==> src/rtl/pipe_hazard_ctrl_pkg.sv <==
// -----------------------------------------------------------------------------
// pipe_hazard_ctrl_pkg
// Shared definitions for the pipeline stall/flush controller:
//   - ctrl_state_e : wait-state FSM encodings (CTRL_RUN / CTRL_MEM_WAIT / CTRL_ERR)
//   - HOLD_ENABLE / HOLD_DISABLE, FLUSH_ENABLE / FLUSH_DISABLE : control levels
//   - REG_ADDR, WRITE_DISABLE, ZERO_INST : pipeline-wide constants
//   - src_match() : one source-operand vs destination comparison
// -----------------------------------------------------------------------------
package pipe_hazard_ctrl_pkg;

  localparam int REG_ADDR = 5;

  typedef enum logic [1:0] {
    CTRL_RUN      = 2'b00,
    CTRL_MEM_WAIT = 2'b01,
    CTRL_ERR      = 2'b10
  } ctrl_state_e;

  localparam logic HOLD_ENABLE   = 1'b1;
  localparam logic HOLD_DISABLE  = 1'b0;
  localparam logic FLUSH_ENABLE  = 1'b1;
  localparam logic FLUSH_DISABLE = 1'b0;

  // Bubble content loaded by a flushed pipeline register.
  localparam logic        WRITE_DISABLE = 1'b0;
  localparam logic [31:0] ZERO_INST     = 32'h0000_0000;

  // True when a used source register equals the producer's destination.
  function automatic logic src_match(input logic                used,
                                     input logic [REG_ADDR-1:0] rs,
                                     input logic [REG_ADDR-1:0] rd);
    return used & (rs == rd);
  endfunction

endpackage

==> src/rtl/pipe_hazard_ctrl_load_use_detect.sv <==
// -----------------------------------------------------------------------------
// load_use_detect
// Purely combinational load-use hazard comparator.
// Ports:
//   i_idex_mem_r_ena : EX instruction is a load
//   i_idex_rd        : EX destination register
//   i_ifid_rs1/rs2   : ID source registers
//   i_ifid_rs1_used / i_ifid_rs2_used : ID instruction actually reads the source
//   o_load_use       : ID needs the load result before it exists
// -----------------------------------------------------------------------------
module load_use_detect
  import pipe_hazard_ctrl_pkg::*;
(
  input  logic                i_idex_mem_r_ena,
  input  logic [REG_ADDR-1:0] i_idex_rd,
  input  logic [REG_ADDR-1:0] i_ifid_rs1,
  input  logic [REG_ADDR-1:0] i_ifid_rs2,
  input  logic                i_ifid_rs1_used,
  input  logic                i_ifid_rs2_used,
  output logic                o_load_use
);

  logic w_rd_nonzero;
  logic w_src_hit;

  // x0 is hard-wired zero, so a load to x0 never creates a dependency.
  assign w_rd_nonzero = (i_idex_rd != {REG_ADDR{1'b0}});
  assign w_src_hit    = src_match(i_ifid_rs1_used, i_ifid_rs1, i_idex_rd) |
                        src_match(i_ifid_rs2_used, i_ifid_rs2, i_idex_rd);
  assign o_load_use   = i_idex_mem_r_ena & w_rd_nonzero & w_src_hit;

endmodule

==> src/rtl/pipe_hazard_ctrl.sv <==
// -----------------------------------------------------------------------------
// pipe_hazard_ctrl
// Central stall/flush controller of the 5-stage pipeline.
// Ports:
//   clk_100MHz, arst_n (synchronous, active-low)
//   mem_req_i, mem_ready_i               : MEM-stage access handshake
//   idex_*/ifid_*                        : load-use operands
//   branch_taken_i                       : EX redirects the PC
//   hold_*_o                             : hold of pc/if_id/id_ex/ex_mem/mem_wb
//   flush_if_id_o, flush_id_ex_o         : insert a bubble
//   mem_timeout_err_o                    : sticky hung-memory flag
//   stall_cnt_o                          : saturating count of hold_pc cycles
// Hold/flush are combinational from registered state plus current inputs.
// -----------------------------------------------------------------------------
module pipe_hazard_ctrl
  import pipe_hazard_ctrl_pkg::*;
#(
  parameter int MEM_TIMEOUT = 16,
  parameter int STALL_CNT_W = 32
) (
  input  logic                   clk_100MHz,
  input  logic                   arst_n,
  input  logic                   mem_req_i,
  input  logic                   mem_ready_i,
  input  logic                   idex_mem_r_ena_i,
  input  logic [REG_ADDR-1:0]    idex_rd_i,
  input  logic [REG_ADDR-1:0]    ifid_rs1_i,
  input  logic [REG_ADDR-1:0]    ifid_rs2_i,
  input  logic                   ifid_rs1_used_i,
  input  logic                   ifid_rs2_used_i,
  input  logic                   branch_taken_i,
  output logic                   hold_pc_o,
  output logic                   hold_if_id_o,
  output logic                   hold_id_ex_o,
  output logic                   hold_ex_mem_o,
  output logic                   hold_mem_wb_o,
  output logic                   flush_if_id_o,
  output logic                   flush_id_ex_o,
  output logic                   mem_timeout_err_o,
  output logic [STALL_CNT_W-1:0] stall_cnt_o
);

  localparam int                    WAIT_W    = $clog2(MEM_TIMEOUT);
  localparam logic [WAIT_W-1:0]     WAIT_LAST = WAIT_W'(MEM_TIMEOUT - 1);
  localparam logic [STALL_CNT_W-1:0] CNT_MAX  = {STALL_CNT_W{1'b1}};

  ctrl_state_e            r_state;
  ctrl_state_e            w_state_next;
  logic [WAIT_W-1:0]      r_wait_cnt;
  logic [STALL_CNT_W-1:0] r_stall_cnt;
  logic                   w_mem_stall;
  logic                   w_load_use;
  logic                   w_hold_pc;
  logic                   w_hold_if_id;
  logic                   w_hold_back;
  logic                   w_flush_if_id;
  logic                   w_flush_id_ex;

  load_use_detect u_load_use_detect (
    .i_idex_mem_r_ena (idex_mem_r_ena_i),
    .i_idex_rd        (idex_rd_i),
    .i_ifid_rs1       (ifid_rs1_i),
    .i_ifid_rs2       (ifid_rs2_i),
    .i_ifid_rs1_used  (ifid_rs1_used_i),
    .i_ifid_rs2_used  (ifid_rs2_used_i),
    .o_load_use       (w_load_use)
  );

  // FSM state register.
  always_ff @(posedge clk_100MHz) begin
    if (!arst_n) begin
      r_state <= CTRL_RUN;
    end else begin
      r_state <= w_state_next;
    end
  end

  // FSM next-state logic; ready on the timeout cycle still returns to RUN.
  always_comb begin
    w_state_next = r_state;
    case (r_state)
      CTRL_RUN: begin
        if (mem_req_i & ~mem_ready_i) begin
          w_state_next = CTRL_MEM_WAIT;
        end else begin
          w_state_next = CTRL_RUN;
        end
      end
      CTRL_MEM_WAIT: begin
        if (mem_ready_i) begin
          w_state_next = CTRL_RUN;
        end else if (r_wait_cnt == WAIT_LAST) begin
          w_state_next = CTRL_ERR;
        end else begin
          w_state_next = CTRL_MEM_WAIT;
        end
      end
      CTRL_ERR: w_state_next = CTRL_ERR;
      // An unreachable encoding is treated as a fault: freeze the pipeline.
      default:  w_state_next = CTRL_ERR;
    endcase
  end

  // FSM output logic: memory freeze condition for the current cycle.
  always_comb begin
    w_mem_stall = 1'b0;
    case (r_state)
      CTRL_RUN:      w_mem_stall = mem_req_i & ~mem_ready_i;
      CTRL_MEM_WAIT: w_mem_stall = ~mem_ready_i;
      CTRL_ERR:      w_mem_stall = 1'b1;
      default:       w_mem_stall = 1'b1;
    endcase
  end

  // Priority mux: memory freeze, then branch flush, then load-use bubble.
  always_comb begin
    w_hold_pc     = HOLD_DISABLE;
    w_hold_if_id  = HOLD_DISABLE;
    w_hold_back   = HOLD_DISABLE;
    w_flush_if_id = FLUSH_DISABLE;
    w_flush_id_ex = FLUSH_DISABLE;
    if (w_mem_stall) begin
      // Frozen pipeline: branch/load-use re-evaluate from held registers later.
      w_hold_pc    = HOLD_ENABLE;
      w_hold_if_id = HOLD_ENABLE;
      w_hold_back  = HOLD_ENABLE;
    end else if (branch_taken_i) begin
      // The ID instruction is squashed, so any load-use against it is moot.
      w_flush_if_id = FLUSH_ENABLE;
      w_flush_id_ex = FLUSH_ENABLE;
    end else if (w_load_use) begin
      w_hold_pc     = HOLD_ENABLE;
      w_hold_if_id  = HOLD_ENABLE;
      w_flush_id_ex = FLUSH_ENABLE;
    end else begin
      w_hold_pc = HOLD_DISABLE;
    end
  end

  // Wait counter: 0 in RUN, steps once per cycle spent in MEM_WAIT.
  always_ff @(posedge clk_100MHz) begin
    if (!arst_n) begin
      r_wait_cnt <= {WAIT_W{1'b0}};
    end else if (w_state_next == CTRL_MEM_WAIT) begin
      r_wait_cnt <= r_wait_cnt + WAIT_W'(1);
    end else begin
      r_wait_cnt <= {WAIT_W{1'b0}};
    end
  end

  // Saturating stall performance counter.
  always_ff @(posedge clk_100MHz) begin
    if (!arst_n) begin
      r_stall_cnt <= {STALL_CNT_W{1'b0}};
    end else if (w_hold_pc && (r_stall_cnt != CNT_MAX)) begin
      r_stall_cnt <= r_stall_cnt + STALL_CNT_W'(1);
    end else begin
      r_stall_cnt <= r_stall_cnt;
    end
  end

  assign hold_pc_o         = w_hold_pc;
  assign hold_if_id_o      = w_hold_if_id;
  assign hold_id_ex_o      = w_hold_back;
  assign hold_ex_mem_o     = w_hold_back;
  assign hold_mem_wb_o     = w_hold_back;
  assign flush_if_id_o     = w_flush_if_id;
  assign flush_id_ex_o     = w_flush_id_ex;
  assign mem_timeout_err_o = (r_state == CTRL_ERR);
  assign stall_cnt_o       = r_stall_cnt;

endmodule

==> config.mk <==
export PLATFORM = sky130hd
export DESIGN_NAME = pipe_hazard_ctrl
export DESIGN_NICKNAME = d
export VERILOG_FILES = /design/src/rtl/pipe_hazard_ctrl_pkg.sv /design/src/rtl/pipe_hazard_ctrl_load_use_detect.sv /design/src/rtl/pipe_hazard_ctrl.sv
export SDC_FILE = /design/constraint.sdc
export NUM_CORES = 1
export LEC_CHECK = 0
export BUFFER_PORTS_ARGS = -buffer_cell sky130_fd_sc_hd__buf_2
export CORE_MARGIN = 5
export CORE_UTILIZATION = 47
export CTS_BUF_LIST = sky130_fd_sc_hd__clkbuf_8
export CTS_CLUSTER_DIAMETER = 80
export DETAILED_ROUTE_END_ITERATION = 6
export GPL_ROUTABILITY_DRIVEN = 0
export PLACE_DENSITY = 0.81
export SETUP_SLACK_MARGIN = 0.5
export SLEW_MARGIN = 10
export SYNTH_ARGS = -nofsm -noshare
export SYNTH_HDL_FRONTEND = slang
export SYNTH_SLANG_ARGS = --single-unit
==> constraint.sdc <==
create_clock -name clk_100MHz -period 1.8 [get_ports clk_100MHz]
set_input_delay 0.27 -clock clk_100MHz [delete_from_list [all_inputs] [get_ports clk_100MHz]]
set_output_delay 0.27 -clock clk_100MHz [all_outputs]
set_load 0.02 [all_outputs]
==> results by stage <==
Min path:
- The worst hold path class is input pin to flop.

Clock network:
- Clock tree synthesis selected as its root buffer the cell sky130_fd_sc_hd__clkbuf_8.
- The buffer depth of the longest clock path is 2.
- TritonCTS built the clock tree.
- The H-tree was split into 2 levels.
- The later pin in the worst-skew pair is clocked with a latency of ~300 ps.
- The clock sink total is 38.
- Counting the buffers created by CTS gives 5.
- The clock transition at the registers of the reported paths is roughly 80 ps.

Logic synthesis:
- In this run, synthesis inferred 0 flip-flops with an integrated enable.
- The number of different library cells in the post-synthesis netlist is 38.
- The synthesized design devotes to its leading area cell type 37.7% of total area.
- The number of nets in the synthesized netlist is roughly 270.
- The post-synthesis simple-gate area fraction is between 30% and 40%.
- The area of the mapped netlist is between 2000 and 2500 µm².
- The synthesized design spends more area on one cell type than any other, namely sky130_fd_sc_hd__dfxtp_1.
- After synthesis, the largest family of logic cells by area is simple AND/OR/NAND/NOR gates.
- The async set or reset register ratio after synthesis is 0%.
- Multiplexer cells account for less than 1% of the synthesized area.
- After synthesis, the cell types taking the most area are sky130_fd_sc_hd__dfxtp_1 38%, sky130_fd_sc_hd__a21oi_1 6.5%, sky130_fd_sc_hd__or3_1 5.3%, sky130_fd_sc_hd__o21ai_0 5.0%, sky130_fd_sc_hd__xnor2_1 4.8%.
- The synthesized netlist devotes 17.8% of its cell area to compound gates.
- Sequential cells were found to cover about 38% of the synthesized design area.
- For this run, the number of Yosys warnings is 0.
- The cell count after synthesis is roughly 250.
- The post-synthesis xor/xnor area fraction is 5.65%.
- Synthesis inferred 38 register bits.
- The adder and majority gate portion of the synthesized area is 1.24%.
- Among all flip-flop cells after synthesis, the most frequent one is sky130_fd_sc_hd__dfxtp_1.
- The post-synthesis area per instance is 8.13 µm².

Pwr:
- The areal power density over the cells is 536 nW/µm².
- The leakage power is roughly 1.3 nW.
- The peak supply drop is about 510 µV.
- The share of power burned in combinational logic is between 15 and 20%.
- The internal power of the cells totals 0.00124 W.
- In this run the power spent charging and discharging nets is around 0.00044 W.
- Of the total power, the clock network draws 33.3%.
- The part of the total power dissipated in sequential elements is approximately half.
- The switching part of the total is between 20% and 30%.
- Summing internal, switching and leakage power gives between 0.0015 and 0.002 W.

GRT:
- The global-route wire length before repair is roughly 9.7 mm.
- Global routing finished with a remaining overflow of 0.
- The met3 track demand over resource is 4.35%.
- The initial antenna violation count is 0.
- After global routing, the most crowded layer is met2.
- Across every metal layer, demand over resource in global routing totals around 22%.
- For this run, global-route usage on met1 was measured as 26.5%.
- The number of global-route vias before repair came to 2221.
- Entering global routing, the biggest net connects 22 pins.
- Global routing consumed, on the met2 layer, a little under two fifths of the routing resources.

Job:
- Max-cap violations in this run came to 0.

Setup path:
- The largest fanout of any net on the critical path is 7.
- The delay contributed by the slowest stage of the critical path is 420 ps.
- At the worst endpoint, the required time is between 2000 and 2500 ps.
- Data arrives at the worst endpoint at 2130 ps.
- The worst-path cell with the longest stage delay is sky130_fd_sc_hd__or4_4.
- Counting stages on the worst path, the most repeated cell is sky130_fd_sc_hd__nand4_1.
- The sort of element at the start of the critical path is a flop.
- The critical path in this run is classified as flop to flop.
- The signal on the critical path passes through ha_4, nand4_1, nor3_4, nand4_1, nand3_4, buf_6, or4_4, a21oi_2.
- The worst setup path is captured at a flop.

Timing:
- The routed design could run at a clock period as short as between 1500 and 2000 ps.
- After layout, the worst path uses 106% of the clock period.
- The number of setup violations in the final report is 31.
- Timing would allow up to between 0.5 and 0.6 GHz.
- The post-route worst setup slack is -107 ps.
- Clock skew on the completed layout was measured at ~11 ps.
- The count of final hold-check violations is 0.
- Setup repair after global routing could not meet its margin everywhere.
- The number of slew-limit violations in the final report is 0.
- The worst pin sits at a relative slew slack of between 70% and 80%.
- For the pin with the worst max-slew slack, the measured transition is approximately 380 ps.

Detailed routing:
- The remaining number of nets flagged by the antenna check after routing is 0.
- After detailed routing, the total wire length is approximately 6.6 mm.
- The post-detailed-route wirelength per cell is roughly 17 µm.
- The DRC violation total after the first TritonRoute iteration is roughly 240.
- The first-pass detailed-route iteration total is 5.
- The residual DRC count is 0.
- The mean number of vias per cell is 5.88.
- The routed layout has 2346 vias.

Finish:
- The final layout net count is 373.
- The growth of design area from synthesis to finish is 55.4%.
- With fillers left out, the area of the finished cells amounts to roughly 3100 µm².
- The fill cell total of the finished layout is around 270.
- The number of antenna diodes in the final layout is 0.
- The post-route netlist has 50.7% of its cells at a drive strength greater than 1.

Status:
- The final reports fail on negative setup slack.
- The flow ran to the end, but the final reports show violations.

Floorplan:
- Once the floorplan was initialized, standard cells occupied between 40 and 50% of the core.
- During I/O placement, the number of pins put on the boundary was 63.
- The height of the chip is about 75 µm.
- The die covers 5700 µm².
- The total number of placement rows is 23.
- The core region is slightly above 4000 µm².
- The die is 75.5 µm wide.

Place:
- The placed standard-cell area is between 2000 and 3000 µm².
- Detailed placement ended at an HPWL of between 4 and 5 mm.
- Port buffering added just over 60 buffers.
## cell usage after synthesis, types with 3 or more instances
cell and instances:
sky130_fd_sc_hd__o31ai_1 8, sky130_fd_sc_hd__or4_1 11, sky130_fd_sc_hd__xnor2_1 11, sky130_fd_sc_hd__nand2_1 15
sky130_fd_sc_hd__nand4_1 13, sky130_fd_sc_hd__o21ai_0 20, sky130_fd_sc_hd__and3_1 5, sky130_fd_sc_hd__and2_1 4
sky130_fd_sc_hd__buf_4 5, sky130_fd_sc_hd__a21oi_1 26, sky130_fd_sc_hd__or3_1 17, sky130_fd_sc_hd__inv_1 5
sky130_fd_sc_hd__nor2_1 16, sky130_fd_sc_hd__and4_1 3, sky130_fd_sc_hd__clkbuf_1 5, sky130_fd_sc_hd__nand3_1 17
sky130_fd_sc_hd__dfxtp_1 38
## critical path, delay by kind of cell (launching register included)
kind | cells | cell delay, ps
compound gates | 1 | 150
fa+ha+maj | 1 | 160
buf+inv | 1 | 180
flops | 1 | 350
simple gates | 5 | 990
## metrics by stage
stage / setup WS [ps] / instances / TNS [ps] / util [%] / hold slack, ps
CTS: -24.5 / 392 / -100 / 72.9 / 266
floorplan: -13.8 / 248 / -21.4 / - / 387
global placement: -251 / 375 / -3550 / 65.2 / 430
detailed placement: -267 / 375 / -4790 / 65.2 / 442
finish: -107 / 399 / -1840 / 76.6 / 268
global route: -199 / 399 / -4360 / 76.6 / 283
## kinds of logic (layout without fill, tap and decap cells)
logic type,Yosys count,in the layout
flops,38,38
compound gates,62,62
fa+ha+maj,2,2
xor+xnor,13,13
mux,2,2
simple gates,113,113
buf+inv,18,119
## state kept, by name, indices dropped and copies added (netlist names)
| signal | cells |
|---|---|
| stall_cnt_o | 32 |
| r_state | 2 |
| r_wait_cnt | 4 |
## timing repair
item                       CTS  global route
hold buffers                 0             0
buffers inserted             7             7
gates resized for setup     49            33
pin swaps                   28            28
setup endpoints to repair   39            42
cloned                       2             0
## per-layer routing
| metal | vias up | wire length (µm) | part of all wire [%] |
|---|---|---|---|
| li1 | 1124 | - | - |
| met1 | 1100 | 2640 | 40 |
| met2 | 100 | 3410 | 52 |
| met3 | 22 | 380 | 5.8 |
| met4 | 0 | 152 | 2.3 |
| met5 | - | 0 | 0 |
## power by group through the flow
stage	logic [W]	registers [W]	clock network (W)
finish	0.000280	0.000840	0.000559
global route	0.000298	0.000841	0.000598
CTS	0.000255	0.000843	0.000555
detailed placement	0.000185	0.000863	0
global placement	0.000181	0.000862	0
floorplan	0.000121	0.000868	0
## worst paths after layout
check	start	to	slack, ps	depth (start not counted)
min reg2reg	r_wait_cnt[0]$_SDFF_PN0_	r_wait_cnt[0]$_SDFF_PN0_	460	1
min	arst_n	stall_cnt_o[29]$_SDFFE_PN0P_	270	2
max	stall_cnt_o[0]$_SDFFE_PN0P_	stall_cnt_o[12]$_SDFFE_PN0P_	-110	8
max reg2reg	stall_cnt_o[0]$_SDFFE_PN0P_	stall_cnt_o[12]$_SDFFE_PN0P_	-110	8
## cell type report
cell class / count / area (µm²) / share of cell area [%]
clock buffers: 5 / 68.8 / 2.20
well taps: 50 / 62.6 / 2.00
multi-input cells: 192 / 1370 / 43.6
clock inverters: 3 / 11.3 / 0.360
inverters: 5 / 23.8 / 0.759
repair buffers: 106 / 787 / 25.1
flip-flops and latches: 38 / 813 / 26.0
## placed cells by master (no fill, tap or decap), types with 6 or more instances in the layout
cell,instances
sky130_fd_sc_hd__o31ai_1,6
sky130_fd_sc_hd__o21ai_1,12
sky130_fd_sc_hd__xnor2_1,8
sky130_fd_sc_hd__inv_1,6
sky130_fd_sc_hd__nand4_1,13
sky130_fd_sc_hd__or3_1,17
sky130_fd_sc_hd__dfxtp_4,8
sky130_fd_sc_hd__buf_2,47
sky130_fd_sc_hd__dfxtp_2,18
sky130_fd_sc_hd__dfxtp_1,12
sky130_fd_sc_hd__nand3_1,13
sky130_fd_sc_hd__nand2_1,14
sky130_fd_sc_hd__or4_1,9
sky130_fd_sc_hd__buf_6,23
sky130_fd_sc_hd__a21oi_1,24
sky130_fd_sc_hd__buf_4,33
sky130_fd_sc_hd__nor2_1,9
sky130_fd_sc_hd__o21ai_0,7
Power figures use the tool's default switching activity.
